[src/rtl/perceptron_pkg.sv]
// -----------------------------------------------------------------------------
// perceptron_pkg
// Shared definitions for the perceptron training controller:
//   - state_t      : controller state encoding (4 bits)
//   - ctrl_t       : bundle of datapath strobes and status flags
//   - decode_state : maps a state to its Moore outputs
//   - DEF_N_SAMPLES / DEF_MAX_EPOCHS : default training-run dimensions
// -----------------------------------------------------------------------------
package perceptron_pkg;

  localparam int DEF_N_SAMPLES  = 100;
  localparam int DEF_MAX_EPOCHS = 15;

  typedef enum logic [3:0] {
    IDLE      = 4'd0,
    INIT      = 4'd1,
    LOAD      = 4'd2,
    CALC      = 4'd3,
    CHECK     = 4'd4,
    UPDATE    = 4'd5,
    NEXT      = 4'd6,
    EPOCH_END = 4'd7,
    DONE      = 4'd8
  } state_t;

  typedef struct packed {
    logic init0_w;
    logic ld_x;
    logic ld_y;
    logic ld_w;
    logic busy;
    logic done;
  } ctrl_t;

  // Moore output decode: each state raises at most one datapath strobe.
  function automatic ctrl_t decode_state(input state_t s);
    ctrl_t c;
    c = '0;
    case (s)
      IDLE:      c.busy = 1'b0;
      INIT:      begin c.init0_w = 1'b1; c.busy = 1'b1; end
      LOAD:      begin c.ld_x    = 1'b1; c.busy = 1'b1; end
      CALC:      begin c.ld_y    = 1'b1; c.busy = 1'b1; end
      CHECK:     c.busy = 1'b1;
      UPDATE:    begin c.ld_w    = 1'b1; c.busy = 1'b1; end
      NEXT:      c.busy = 1'b1;
      EPOCH_END: c.busy = 1'b1;
      DONE:      c.done = 1'b1;
      default:   c = '0;
    endcase
    return c;
  endfunction

endpackage

[src/rtl/perceptron_counter.sv]
// -----------------------------------------------------------------------------
// perceptron_counter
// Generic up-counter with synchronous clear (priority over increment).
// Ports:
//   clk   in  clock
//   rst   in  asynchronous active-high reset (count -> 0)
//   clr   in  synchronous clear
//   inc   in  increment by one
//   count out current count (W bits)
// -----------------------------------------------------------------------------
module perceptron_counter #(
  parameter int W = 4
) (
  input  logic         clk,
  input  logic         rst,
  input  logic         clr,
  input  logic         inc,
  output logic [W-1:0] count
);

  // Count register: clear wins over increment.
  always_ff @(posedge clk or posedge rst) begin
    if (rst) begin
      count <= '0;
    end else if (clr) begin
      count <= '0;
    end else if (inc) begin
      count <= count + W'(1);
    end else begin
      count <= count;
    end
  end

endmodule

[src/rtl/perceptron_train_ctrl.sv]
// -----------------------------------------------------------------------------
// perceptron_train_ctrl
// Moore FSM sequencing the perceptron training datapath. Clears the weights,
// then for every sample of every epoch: load sample, compute output, check
// against target, update weights on mismatch. Stops on an error-free epoch
// (converged=1) or when MAX_EPOCHS epochs have completed (converged=0).
// Ports:
//   clk, rst        clock, asynchronous active-high reset
//   start           begin/restart training (honoured only in IDLE or DONE)
//   mismatch        datapath output != target (honoured only in CHECK)
//   init0_w         clear weight/bias registers
//   ld_x            load sample/target registers from memory at addr
//   ld_y            load net-output/sign register
//   ld_w            load updated weights and bias
//   addr            sample memory address
//   epoch           epochs completed
//   busy            training in progress (not IDLE, not DONE)
//   done            high while in DONE
//   converged       valid while done=1; last epoch had zero errors
// -----------------------------------------------------------------------------
module perceptron_train_ctrl
  import perceptron_pkg::*;
#(
  parameter int N_SAMPLES  = DEF_N_SAMPLES,
  parameter int ADDR_W     = 7,
  parameter int MAX_EPOCHS = DEF_MAX_EPOCHS,
  parameter int EPOCH_W    = 4
) (
  input  logic               clk,
  input  logic               rst,
  input  logic               start,
  input  logic               mismatch,
  output logic               init0_w,
  output logic               ld_x,
  output logic               ld_y,
  output logic               ld_w,
  output logic [ADDR_W-1:0]  addr,
  output logic [EPOCH_W-1:0] epoch,
  output logic               busy,
  output logic               done,
  output logic               converged
);

  localparam logic [ADDR_W-1:0]  LAST_ADDR  = ADDR_W'(N_SAMPLES - 1);
  localparam logic [EPOCH_W-1:0] LAST_EPOCH = EPOCH_W'(MAX_EPOCHS - 1);

  state_t state;
  state_t next_state;
  logic   err_flag;
  logic   addr_clr;
  logic   addr_inc;
  logic   epoch_clr;
  logic   epoch_inc;

  perceptron_counter #(.W(ADDR_W)) u_addr_cnt (
    .clk   (clk),
    .rst   (rst),
    .clr   (addr_clr),
    .inc   (addr_inc),
    .count (addr)
  );

  perceptron_counter #(.W(EPOCH_W)) u_epoch_cnt (
    .clk   (clk),
    .rst   (rst),
    .clr   (epoch_clr),
    .inc   (epoch_inc),
    .count (epoch)
  );

  // Next-state and counter-control decode.
  // Counters are cleared both when a start is accepted and when INIT exits,
  // so addr/epoch already read 0 during the INIT cycle of a restart.
  always_comb begin
    next_state = state;
    addr_clr   = 1'b0;
    addr_inc   = 1'b0;
    epoch_clr  = 1'b0;
    epoch_inc  = 1'b0;
    case (state)
      IDLE, DONE: begin
        if (start) begin
          next_state = INIT;
          addr_clr   = 1'b1;
          epoch_clr  = 1'b1;
        end else begin
          next_state = state;
        end
      end
      INIT: begin
        next_state = LOAD;
        addr_clr   = 1'b1;
        epoch_clr  = 1'b1;
      end
      LOAD:   next_state = CALC;
      CALC:   next_state = CHECK;
      CHECK: begin
        if (mismatch) begin
          next_state = UPDATE;
        end else begin
          next_state = NEXT;
        end
      end
      UPDATE: next_state = NEXT;
      NEXT: begin
        if (addr == LAST_ADDR) begin
          next_state = EPOCH_END;
        end else begin
          next_state = LOAD;
          addr_inc   = 1'b1;
        end
      end
      EPOCH_END: begin
        epoch_inc = 1'b1;
        if (!err_flag || (epoch == LAST_EPOCH)) begin
          next_state = DONE;
        end else begin
          next_state = LOAD;
          addr_clr   = 1'b1;
        end
      end
      default: next_state = IDLE;
    endcase
  end

  // State register, epoch error/convergence flags and registered Moore outputs.
  // Outputs are registered from the decode of next_state, so they always equal
  // decode_state(state) without any combinational path after the flops.
  always_ff @(posedge clk or posedge rst) begin
    if (rst) begin
      state     <= IDLE;
      err_flag  <= 1'b0;
      converged <= 1'b0;
      {init0_w, ld_x, ld_y, ld_w, busy, done} <= '0;
    end else begin
      state <= next_state;
      {init0_w, ld_x, ld_y, ld_w, busy, done} <= decode_state(next_state);
      case (state)
        IDLE, DONE: begin
          if (start) begin
            err_flag  <= 1'b0;
            converged <= 1'b0;
          end else begin
            err_flag  <= err_flag;
            converged <= converged;
          end
        end
        INIT: begin
          err_flag  <= 1'b0;
          converged <= 1'b0;
        end
        UPDATE: err_flag <= 1'b1;
        EPOCH_END: begin
          if (!err_flag) begin
            converged <= 1'b1;
          end else if (epoch == LAST_EPOCH) begin
            converged <= 1'b0;
          end else begin
            err_flag <= 1'b0;
          end
        end
        default: begin
          err_flag  <= err_flag;
          converged <= converged;
        end
      endcase
    end
  end

endmodule

[config.mk]
export PLATFORM = sky130hd
export DESIGN_NAME = perceptron_train_ctrl
export DESIGN_NICKNAME = d
export VERILOG_FILES = /design/src/rtl/perceptron_pkg.sv /design/src/rtl/perceptron_counter.sv /design/src/rtl/perceptron_train_ctrl.sv
export SDC_FILE = /design/constraint.sdc
export NUM_CORES = 1
export LEC_CHECK = 0
export CAP_MARGIN = 15
export CELL_PAD_IN_SITES_DETAIL_PLACEMENT = 0
export CELL_PAD_IN_SITES_GLOBAL_PLACEMENT = 1
export CORE_MARGIN = 5
export CORE_UTILIZATION = 32
export CTS_CLUSTER_DIAMETER = 150
export DETAILED_ROUTE_END_ITERATION = 8
export PLACE_DENSITY_LB_ADDON = 0.1
export RECOVER_POWER = 25
export SETUP_SLACK_MARGIN = 0.02
export SLEW_MARGIN = 20
export SYNTH_ARGS = -nofsm -noshare
export SYNTH_HDL_FRONTEND = slang
export SYNTH_SLANG_ARGS = --single-unit
[constraint.sdc]
create_clock -name clk -period 3.1 [get_ports clk]
set_input_delay 0.465 -clock clk [delete_from_list [all_inputs] [get_ports clk]]
set_output_delay 0.465 -clock clk [all_outputs]
set_load 0.1 [all_outputs]
Word-level counts from Yosys, hierarchy flattened --
Index checks and enable logic that the tools add are counted.
Storage, ports and cells: memories 0, word-level logic and storage cells 73, flip-flop bits (word level) 23, bits of input ports 4, ROM bits 0, RAM bits 0, latch bits 0, output and inout bits 18
Cells by class: $mul 0, mux-type cells 29, bitwise gates (word level) 0, add/sub/neg operators 2, div/mod/pow operators 0, reduce and logical (&&, ||, !) cells 11, order comparisons 0, equality and inequality tests 20, shift-type cells 0
Operators by type and width (count):
- $eq A4 B3 Y1 const B | 8
- $pmux W4 S8 | 1
- $eq A4 B2 Y1 const B | 4
- $mux W1 | 16
- $mux W4 | 4
- $mux W7 | 2
- $eq A4 B4 Y1 const B | 3
- $eq A4 B1 Y1 const B | 2
- $add A7 B1 Y7 const B | 1
- $eq A7 B7 Y1 const B | 1
- $reduce_or A7 Y1 | 1
- $pmux W1 S3 | 2
- $add A4 B1 Y4 const B | 1
- $logic_not A4 Y1 | 1
- $pmux W1 S4 | 1
- $reduce_bool A2 Y1 | 2
- $reduce_bool A4 Y1 | 1
- $mux W3 | 1
- $ne A3 B3 Y1 const B | 1
- $reduce_and A3 Y1 | 1
- $reduce_bool A3 Y1 | 1
- $mux W2 | 1
- $ne A2 B2 Y1 const B | 1
- $pmux W1 S2 | 1
- other kinds (4) | 4

Depth between registers and ports, before layout --
Gate-level depths: netlist (run 1).
word-level depth 7, gate-level depth with buffers 6

Cells and area by module --
Synthesis (run 1) repeated with hierarchy kept, for this count alone.
Unflattened totals: cell total of the unflattened synthesis 107, area, all modules 1149.9 um^2
By module, submodules not included:
- perceptron_train_ctrl | area an instance 641.9 um^2, seq. area each 300.3 um^2, times used 1, cells an instance 60
- perceptron_counter at u_addr_cnt | area an instance 311.5 um^2, seq. area each 175.2 um^2, times used 1, cells an instance 30
- perceptron_counter at u_epoch_cnt | area an instance 196.4 um^2, seq. area each 100.1 um^2, times used 1, cells an instance 17

Worst setup path before layout (run 1) --
OpenSTA, ideal clock, no wires.
kind reg2reg, start register u_epoch_cnt.count[1], end register busy, clock period less this slack 2.257 ns, buffers on the path 0, stages on the path, launching flop included 6, setup slack 0.843 ns, arrival 2.118 ns, library setup time 0.138 ns, path through dfrtp_1 -> ha_1 -> nand3_2 -> nand3_1 -> a311o_1 -> or4b_1
Between the ends: word-level cells in the longest chain between the ends 7, elaborated cells between the ends (all ways) 13, classes of those cells eq/ne: 8; mux: 3; reduce/logical: 2
RTL lines:
- start: declaration | line perceptron_counter.sv:18 | output logic [W-1:0] count
- start signal: assignment | line perceptron_counter.sv:28 | count <= count + W'(1);
- start signal: assignment | line perceptron_counter.sv:30 | count <= count;
- $eq A4 B4 Y1 * | line perceptron_train_ctrl.sv:115 | if (!err_flag || (epoch == LAST_EPOCH)) begin
- $logic_or A1 B1 Y1 * | line perceptron_train_ctrl.sv:115
- $mux W4 * | line perceptron_train_ctrl.sv:115
- $pmux W4 S8 * | line perceptron_train_ctrl.sv:80 | case (state)
- $eq A4 B1 Y1 (tied with other cells) | line perceptron_pkg.sv:39 | case (s)
- $reduce_or A7 Y1 (no source line) *
- $mux W1 * | line perceptron_pkg.sv:39
- end signal: assignment | line perceptron_train_ctrl.sv:137 | {init0_w, ld_x, ld_y, ld_w, busy, done} <= decode_state(next_state);
- end: declaration | line perceptron_train_ctrl.sv:39 | output logic busy,
Every way passes the cells marked *; elsewhere a longest branch is shown, timed or not. A chain may end at the register's enable or synchronous reset.

Worst setup path after layout (run 1) --
start register u_addr_cnt.count[6], end output addr[6]
RTL lines:
- start: declaration | line perceptron_counter.sv:18
- start signal: assignment | line perceptron_counter.sv:28
- start signal: assignment | line perceptron_counter.sv:30
- end: declaration | line perceptron_train_ctrl.sv:37 | output logic [ADDR_W-1:0] addr,
No word-level cell between the ends.

==> flow_summary.toml, run 1 <==
[status]
status = "finished clean"

[cells_and_area]
multi_input_area_um2 = 588
post_route_cells_drive_above_1_share_pct = 17.8
finalNetCount = 143
num-fill-cells = 389
design_area_um2 = 1420
layout-area-overhead-vs-synth_pct = 15.7
regArea_um2 = 576
num_antenna_cells = 0
fin_util_pct = 38.6

[setup_path]
rr_startpoint = "state[0]"
crit_end = "addr[6]"
ff2ff_setup_slack_ps = 1360
path_cells = "clkbuf_1"
setup.worst_path.end_class = "output port"
cp-start-kind = "register"
r2r-end = "u_addr_cnt.count[1]"
slowest_delay_ps = 870
critPathSlowestCell = "clkbuf_1"
crit_buf_inv = 1
r2r_cells = 4
crit_required_ps = 2630
arrival_ps = 1540
path_depth = 1
crit_path_start = "u_addr_cnt.count[6]"
worstSetupPathType = "reg2out"
crit_fanout = 3
crit_family = "buffers and inverters"

[power_and_ir_drop]
pwr-share-comb_pct = 53.4
p_int_mw = 0.687
p_sw_share_pct = 54.5
powerDensity_nw_per_um2 = 1060
peakVddDrop_uv = 456
pwr-share-clk_pct = 12.4
p_leak_nw = 0.631
power_switching_mw = 0.823
p_seq_share_pct = 34.2

[synthesis]
avgSynthCellArea_um2 = 10.7
synth_cells = 115
synth_top_area_share_pct = 46.7
synth_top_area_cell = "dfrtp_1"
ys_ff_latch = 23
ys.flop_type = "dfrtp_1"
ys_warn_count = 0
synth_cell_types = 39
synth-edff-count = 0
synthTopCellsByArea = "dfrtp_1 47%, xor2_1 5.7%, nor2_1 3.7%, ha_1 3.0%, buf_6 2.7%"
netlist_area_um2 = 1230
synthesis.nets = 122
ys_seq_area_share_pct = 46.7
synth-async-reset-ratio_pct = 100

[timing]
rsz0062_at_grt = "no"
fin_crit_ps = 2000
worst_pin_slew_ps = 1160
maxSlewViolCount = 0
finClkSkew_ps = 9.07
slew_headroom_pct = 22.8
fmax_mhz = 500
setup_viol = 0
setup-tns-final_ps = 0
fin_crit_sh_pct = 64.6
finalHoldViolCount = 0

[grt]
grt_max_degree = 24
track_usage_pct = 10.2
grt_first_pass_wirelength_mm = 4.18
overflow = 0
antenna_found_initial = 0
first_global_vias = 878

[cts]
cts_buffers = 3
worst_skew_pair.late_latency_ps = 270
cts_buffer_depth = 2
cts_setup_buffers = 0
clock_sinks = 23
htree_num_levels = 1
path_clk_slew_ps = 90
cts_tree = "done"
root_buffer = "clkbuf_8"
ctsResizeCount = 0
hold_buffers = 0

[die]
io_pins = 22
rows = 22
core_area_um2 = 3690
floorplan.initialDensity_pct = 33.4
fp.dieH_um = 72.0
fp.dieW_um = 72.0
dieArea_um2 = 5190

[place]
portBuffers = 21
dp_hpwl_mm = 1.75
place_congestion = 0.743
placed_area_um2 = 1410

[worst_hold_path]
hp-class = "reg2reg"

[routing]
dr.pass1.iters = 4
drtIter0Drc = 50
detail_route.vias_per_cell = 4.87
routed_wl_mm = 2.46
vias = 892
wl_per_cell_um = 13.5
drc = 0
drtAntennaViolNets = 0

[run]
maxCapViolCount = 0
-- power by group through the flow --
| stage | clock network (mW) | registers [mW] | logic [mW] |
|---|---|---|---|
| 4_1_cts | 0.194 | 0.520 | 0.841 |
| 5_1_grt | 0.208 | 0.542 | 0.858 |
| 6_report | 0.187 | 0.517 | 0.806 |
| 2_1_floorplan | 0 | 0.840 | 0.388 |
| 3_3_place_gp | 0 | 0.523 | 0.840 |
| 3_5_place_dp | 0 | 0.524 | 0.838 |
-- routing by layer --
metal	up-vias	track usage, %	wire length [um]
met3	4	1.94	102
met2	14	16.4	1160
met5	-	0	0
met4	0	5.01	44
met1	433	13.1	1160
li1	441	-	-
-- cells by family after synthesis --
kind of cell | after synthesis | synth area share, %
simple gates | 52 | 25.8
mux | 1 | 0.813
fa+ha+maj | 3 | 3.05
compound gates | 17 | 11.7
xor+xnor | 9 | 6.40
buf+inv | 10 | 5.49
flops | 23 | 46.7
-- registers in the layout, summed over array words and instances (netlist names) --
name               flops
state                  4
done                   1
init0_w                1
busy                   1
converged              1
u_epoch_cnt.count      4
ld_x                   1
u_addr_cnt.count       7
ld_y                   1
ld_w                   1
err_flag               1
-- stage by stage --
stage | power, mW | std cells | hold slack [ps] | worst slack [ps]
finish | 1.51 | 183 | 535 | 1100
global route | 1.61 | 183 | 570 | 1040
CTS | 1.55 | 183 | 535 | 1340
detailed placement | 1.36 | 179 | 524 | 1060
global placement | 1.36 | 179 | 516 | 1070
floorplan | 1.23 | 115 | 467 | 843
-- cells in the mapped netlist, types with 2 or more instances --
| master | instances |
|---|---|
| dfrtp_1 | 23 |
| nor2_1 | 12 |
| xor2_1 | 8 |
| nand2_1 | 6 |
| and2_1 | 5 |
| inv_1 | 5 |
| nand2b_1 | 5 |
| nand3_1 | 5 |
| nor3_1 | 5 |
| a21oi_1 | 4 |
| buf_6 | 3 |
| ha_1 | 3 |
| nand4_1 | 3 |
| a32o_1 | 2 |
| buf_4 | 2 |
-- worst min-delay path by stage --
stage	startpoint	end	slack, ps	depth (start not counted)
floorplan	rst	busy	470	1
global placement	err_flag	converged	520	1
detailed placement	err_flag	converged	520	1
CTS	err_flag	converged	530	1
global route	err_flag	converged	570	1
finish	err_flag	converged	530	1
-- placed cells by master (no fill, tap or decap), types with 3 or more instances in the layout --
cell type / count
xor2_1: 8
nand3_1: 5
nor3_1: 5
and2_1: 4
ha_1: 3
nand4_1: 3
clkbuf_8: 3
inv_1: 5
nor2_1: 12
a21oi_1: 4
clkbuf_1: 8
buf_4: 10
nand2_1: 6
dfrtp_1: 23
nand2b_1: 5
-- cell type report --
cell class | instances | area share (%)
clock buffers | 3 | 2.90
inverters | 5 | 1.32
clock inverters | 1 | 0.351
well taps | 48 | 4.22
flip-flops and latches | 23 | 40.4
repair buffers | 21 | 9.49
multi-input cells | 82 | 41.3
No activity file was read; power rests on OpenSTA's default activity.
==> inputs of run 2 (changes only) <==
==> constraint.sdc (replaced) <==
create_clock -name clk -period 1.85 [get_ports clk]
set_input_delay 0.2775 -clock clk [delete_from_list [all_inputs] [get_ports clk]]
set_output_delay 0.2775 -clock clk [all_outputs]
set_load 0.1 [all_outputs]
==> flow_summary.toml, run 2 (same netlist as run 1, synthesis figures left out) <==
[cts]
cts_setup_buffers = 0
cts_buffers = 3
path_clk_slew_ps = 80
hold_buffers = 0
htree_num_levels = 1
clock_sinks = 23
ctsResizeCount = 0
worst_skew_pair.late_latency_ps = 260
cts_tree = "done"
root_buffer = "clkbuf_8"
cts_buffer_depth = 2

[die]
io_pins = 22
core_area_um2 = 3690
floorplan.initialDensity_pct = 33.4
rows = 22
fp.dieH_um = 72.0
dieArea_um2 = 5190
fp.dieW_um = 72.0

[place]
place_congestion = 0.705
place_inst = 183
portBuffers = 21
dp_hpwl_mm = 1.77
placed_area_um2 = 1530

[run]
maxCapViolCount = 0

[timing]
worst_pin_slew_ps = 602
fin_crit_sh_pct = 92.0
fmax_mhz = 588
rsz0062_at_grt = "no"
slew_headroom_pct = 59.9
maxSlewViolCount = 0
finClkSkew_ps = 3.63
fin_crit_ps = 1700
setup_viol = 0
finalHoldViolCount = 0
setup-tns-final_ps = 0

[cells_and_area]
largest_reg_flops = 7
reg_top3 = "u_addr_cnt.count: 7 flops, state: 4 flops, u_epoch_cnt.count: 4 flops"
regMostFlops = "u_addr_cnt.count"
finalNetCount = 147
design_area_um2 = 1580
num-fill-cells = 399
final_common_cell = "buf_4"
num_antenna_cells = 0
layout-area-overhead-vs-synth_pct = 27.9
layout_common_cells = "16 x buf_4, 13 x dfrtp_1, 12 x nor2_1, 8 x xor2_1, 8 x dfrtp_2"
post_route_cells_drive_above_1_share_pct = 33.8
layout.cells.non_filler = 187

[setup_path]
crit_fanout = 5
worstSetupPathType = "reg2reg"
arrival_ps = 1850
cp-start-kind = "register"
crit_required_ps = 1990
setup.worst_path.end_class = "register"

[routing]
drc = 0
drtIter0Drc = 43
detail_route.vias_per_cell = 4.88
vias = 912
drtAntennaViolNets = 0
wl_per_cell_um = 13.1
routed_wl_mm = 2.45
dr.pass1.iters = 4

[grt]
grt_first_pass_wirelength_mm = 4.67
first_global_vias = 987
grt_max_degree = 24
overflow = 0
antenna_found_initial = 0
track_usage_pct = 11.1

[status]
status = "finished clean"

[power_and_ir_drop]
powerDensity_nw_per_um2 = 1740
peakVddDrop_uv = 569
p_leak_nw = 0.681
p_total_mw = 2.73

[worst_hold_path]
hp-class = "reg2reg"
## run 2: cell count changes in the layout (fill, tap and decap cells not counted), moves of 2 or more
cell	delta
dfrtp_4	+2
buf_12	+5
dfrtp_1	-10
buf_4	+6
dfrtp_2	+8
clkbuf_1	-7
## run 2: metrics by stage
step	utilization, %	worst slack [ps]	hold slack, ps
detailed placement	41.6	108	516
finish	42.7	148	529
global placement	41.6	109	518
CTS	42.8	127	357
global route	42.7	39.5	564
floorplan	-	31.8	279
## run 2: worst paths after layout
path	from	end	slack (ps)	cells after the start
max	u_epoch_cnt.count[0]	busy	150	6
min	err_flag	converged	530	1
max reg2reg	u_epoch_cnt.count[0]	busy	150	6
min reg2reg	err_flag	converged	530	1
max in group asynchronous	rst	u_epoch_cnt.count[0]	800	3
min in group asynchronous	rst	u_addr_cnt.count[4]	590	3
## run 2: where the power goes
part / total, mW / switching, mW / leakage, nW / internal [mW]
Sequential: 0.886 / 0.230 / 0.287 / 0.656
Clock: 0.318 / 0.164 / 0.0228 / 0.154
Combinational: 1.53 / 1.01 / 0.372 / 0.515
## run 2: per-layer routing
layer  share of wire [%]  GRT usage [%]
met1                  48           15.0
met2                  47           17.1
met3                 4.1           2.63
met4                 1.5           4.38
met5                   0              0
## run 2: final cells by class
class / instances / area (um2) / area share [%]
clock buffers: 4 / 45.0 / 2.86
flip-flops and latches: 23 / 593 / 37.6
inverters: 5 / 21.3 / 1.35
well taps: 48 / 60.1 / 3.81
multi-input cells: 82 / 601 / 38.1
repair buffers: 25 / 255 / 16.2
## run 2: critical path: stages (launching register included)
cell,delay [ps]
dfrtp_4,530
inv_4,80
ha_4,120
nand3_2,100
nand3_1,100
a311o_1,210
or4b_1,430
==> inputs of run 3 (changes only) <==
--- a/config.mk
+++ b/config.mk
@@ -14,8 +14,8 @@
 export DETAILED_ROUTE_END_ITERATION = 8
 export PLACE_DENSITY_LB_ADDON = 0.1
 export RECOVER_POWER = 25
-export SETUP_SLACK_MARGIN = 0.02
 export SLEW_MARGIN = 20
 export SYNTH_ARGS = -nofsm -noshare
 export SYNTH_HDL_FRONTEND = slang
 export SYNTH_SLANG_ARGS = --single-unit
+export TNS_END_PERCENT = 20
==> flow_summary.toml, run 3 (same netlist as run 1, synthesis figures left out) <==
[die]
dieArea_um2 = 5190
fp.dieW_um = 72.0
fp.dieH_um = 72.0
rows = 22
io_pins = 22
core_area_um2 = 3690
floorplan.initialDensity_pct = 33.4

[cells_and_area]
fin_util_pct = 42.1
num_antenna_cells = 0
layout_common_cells = "18 x buf_4, 14 x dfrtp_1, 12 x nor2_1, 8 x xor2_1, 7 x dfrtp_2"
regMostFlops = "u_addr_cnt.count"
layout-area-overhead-vs-synth_pct = 26.2
num-fill-cells = 367
post_route_cells_drive_above_1_share_pct = 32.1
layout.cells.non_filler = 188
reg_top3 = "u_addr_cnt.count: 7 flops, state: 4 flops, u_epoch_cnt.count: 4 flops"
finalNetCount = 148
largest_reg_flops = 7
final_common_cell = "buf_4"
design_area_um2 = 1550

[cts]
path_clk_slew_ps = 90
hold_buffers = 0
clock_sinks = 23
ctsResizeCount = 0
worst_skew_pair.late_latency_ps = 270
htree_num_levels = 1
root_buffer = "clkbuf_8"
cts_tree = "done"
cts_buffers = 3
cts_setup_buffers = 0
cts_buffer_depth = 2

[grt]
use_met3_pct = 3.60
busiest_layer = "met2"
grtUsageMet2_pct = 17.6
grt_max_degree = 24
track_usage_pct = 10.7
antenna_found_initial = 0
grt_first_pass_wirelength_mm = 4.33
overflow = 0
met1_usage_pct = 13.2
first_global_vias = 897

[power_and_ir_drop]
pwr-share-clk_pct = 11.8
p_leak_nw = 0.683
power_switching_mw = 1.41
pwr-share-comb_pct = 56.2
p_seq_share_pct = 32.0
p_int_mw = 1.30
peakVddDrop_uv = 1030
powerDensity_nw_per_um2 = 1750
p_sw_share_pct = 52.0

[worst_hold_path]
hp-class = "reg2reg"
hold_depth = 1
min_to = "converged"
min_from = "err_flag"

[timing]
rsz0062_at_grt = "no"
finalHoldViolCount = 0
fin_crit_sh_pct = 92.0
slew_headroom_pct = 60.0
fmax_mhz = 587
maxSlewViolCount = 0
worst_pin_slew_ps = 600
finClkSkew_ps = 5.22
setup_viol = 0
setup-tns-final_ps = 0
fin_crit_ps = 1700

[routing]
dr.pass1.iters = 4
vias = 923
drc = 0
detail_route.vias_per_cell = 4.91
routed_wl_mm = 2.53
drtIter0Drc = 34
drtAntennaViolNets = 0
wl_per_cell_um = 13.5

[setup_path]
setup.worst_path.end_class = "register"
ff2ff_setup_slack_ps = 150
path_cells = "inv_1, ha_1, nand3_2, nand3_1, a311o_1, or4b_1"
crit_required_ps = 1990
critPathSlowestCell = "dfrtp_4"
crit_fanout = 3
r2r-end = "busy"
worstSetupPathType = "reg2reg"
slowest_delay_ps = 480
rr_startpoint = "u_epoch_cnt.count[0]"
r2r_cells = 6
arrival_ps = 1840
cp-start-kind = "register"

[place]
placed_area_um2 = 1510
dp_hpwl_mm = 1.81
place_inst = 184
portBuffers = 21
place_congestion = 0.757

[run]
maxCapViolCount = 0

[status]
status = "finished clean"
run 3: critical path: cells and delay by family, from the launching register on:
| family | cells | cell delay [ps] |
|---|---|---|
| adders and majority gates | 1 | 170 |
| and+or+nand+nor | 3 | 630 |
| DFF | 1 | 480 |
| buffers and inverters | 1 | 80 |
| AOI/OAI and AO/OA | 1 | 230 |
run 3: cell type report:
type	count	area [um2]	share of cell area, %
flip-flops and latches	23	592	38.1
multi-input cells	82	588	37.8
repair buffers	26	250	16.1
well taps	48	60.1	3.86
clock buffers	4	45.0	2.90
inverters	5	18.8	1.21
run 3: through the flow:
| stage | power, mW | setup slack [ps] | hold WS [ps] |
|---|---|---|---|
| 2_1_floorplan | 2.07 | -12.9 | 279 |
| 3_3_place_gp | 2.40 | 129 | 512 |
| 3_5_place_dp | 2.42 | 117 | 513 |
| 4_1_cts | 2.76 | 146 | 358 |
| 5_1_grt | 2.87 | 57.7 | 558 |
| 6_report | 2.72 | 148 | 529 |
run 3: power by group through the flow:
stage,Clock (mW),Combinational [mW],Sequential (mW)
CTS,0.341,1.55,0.875
finish,0.320,1.53,0.871
global route,0.356,1.62,0.899
detailed placement,0,1.54,0.883
global placement,0,1.52,0.878
floorplan,0,0.650,1.43
run 3: how the worst max path moves through the flow:
stage	slack, ps	to	start	cells past startpoint
after floorplan	-10	busy	u_epoch_cnt.count[0]	6
after global placement	130	busy	mismatch	5
after detailed placement	120	busy	mismatch	5
after CTS	150	busy	u_epoch_cnt.count[0]	6
after global routing	60	busy	u_epoch_cnt.count[0]	6
final	150	busy	u_epoch_cnt.count[0]	6
run 3: routing by layer:
metal,vias up,part of all wire (%)
met5,-,0
met4,0,1.4
met3,4,4.6
met2,21,49
met1,449,45
li1,449,-
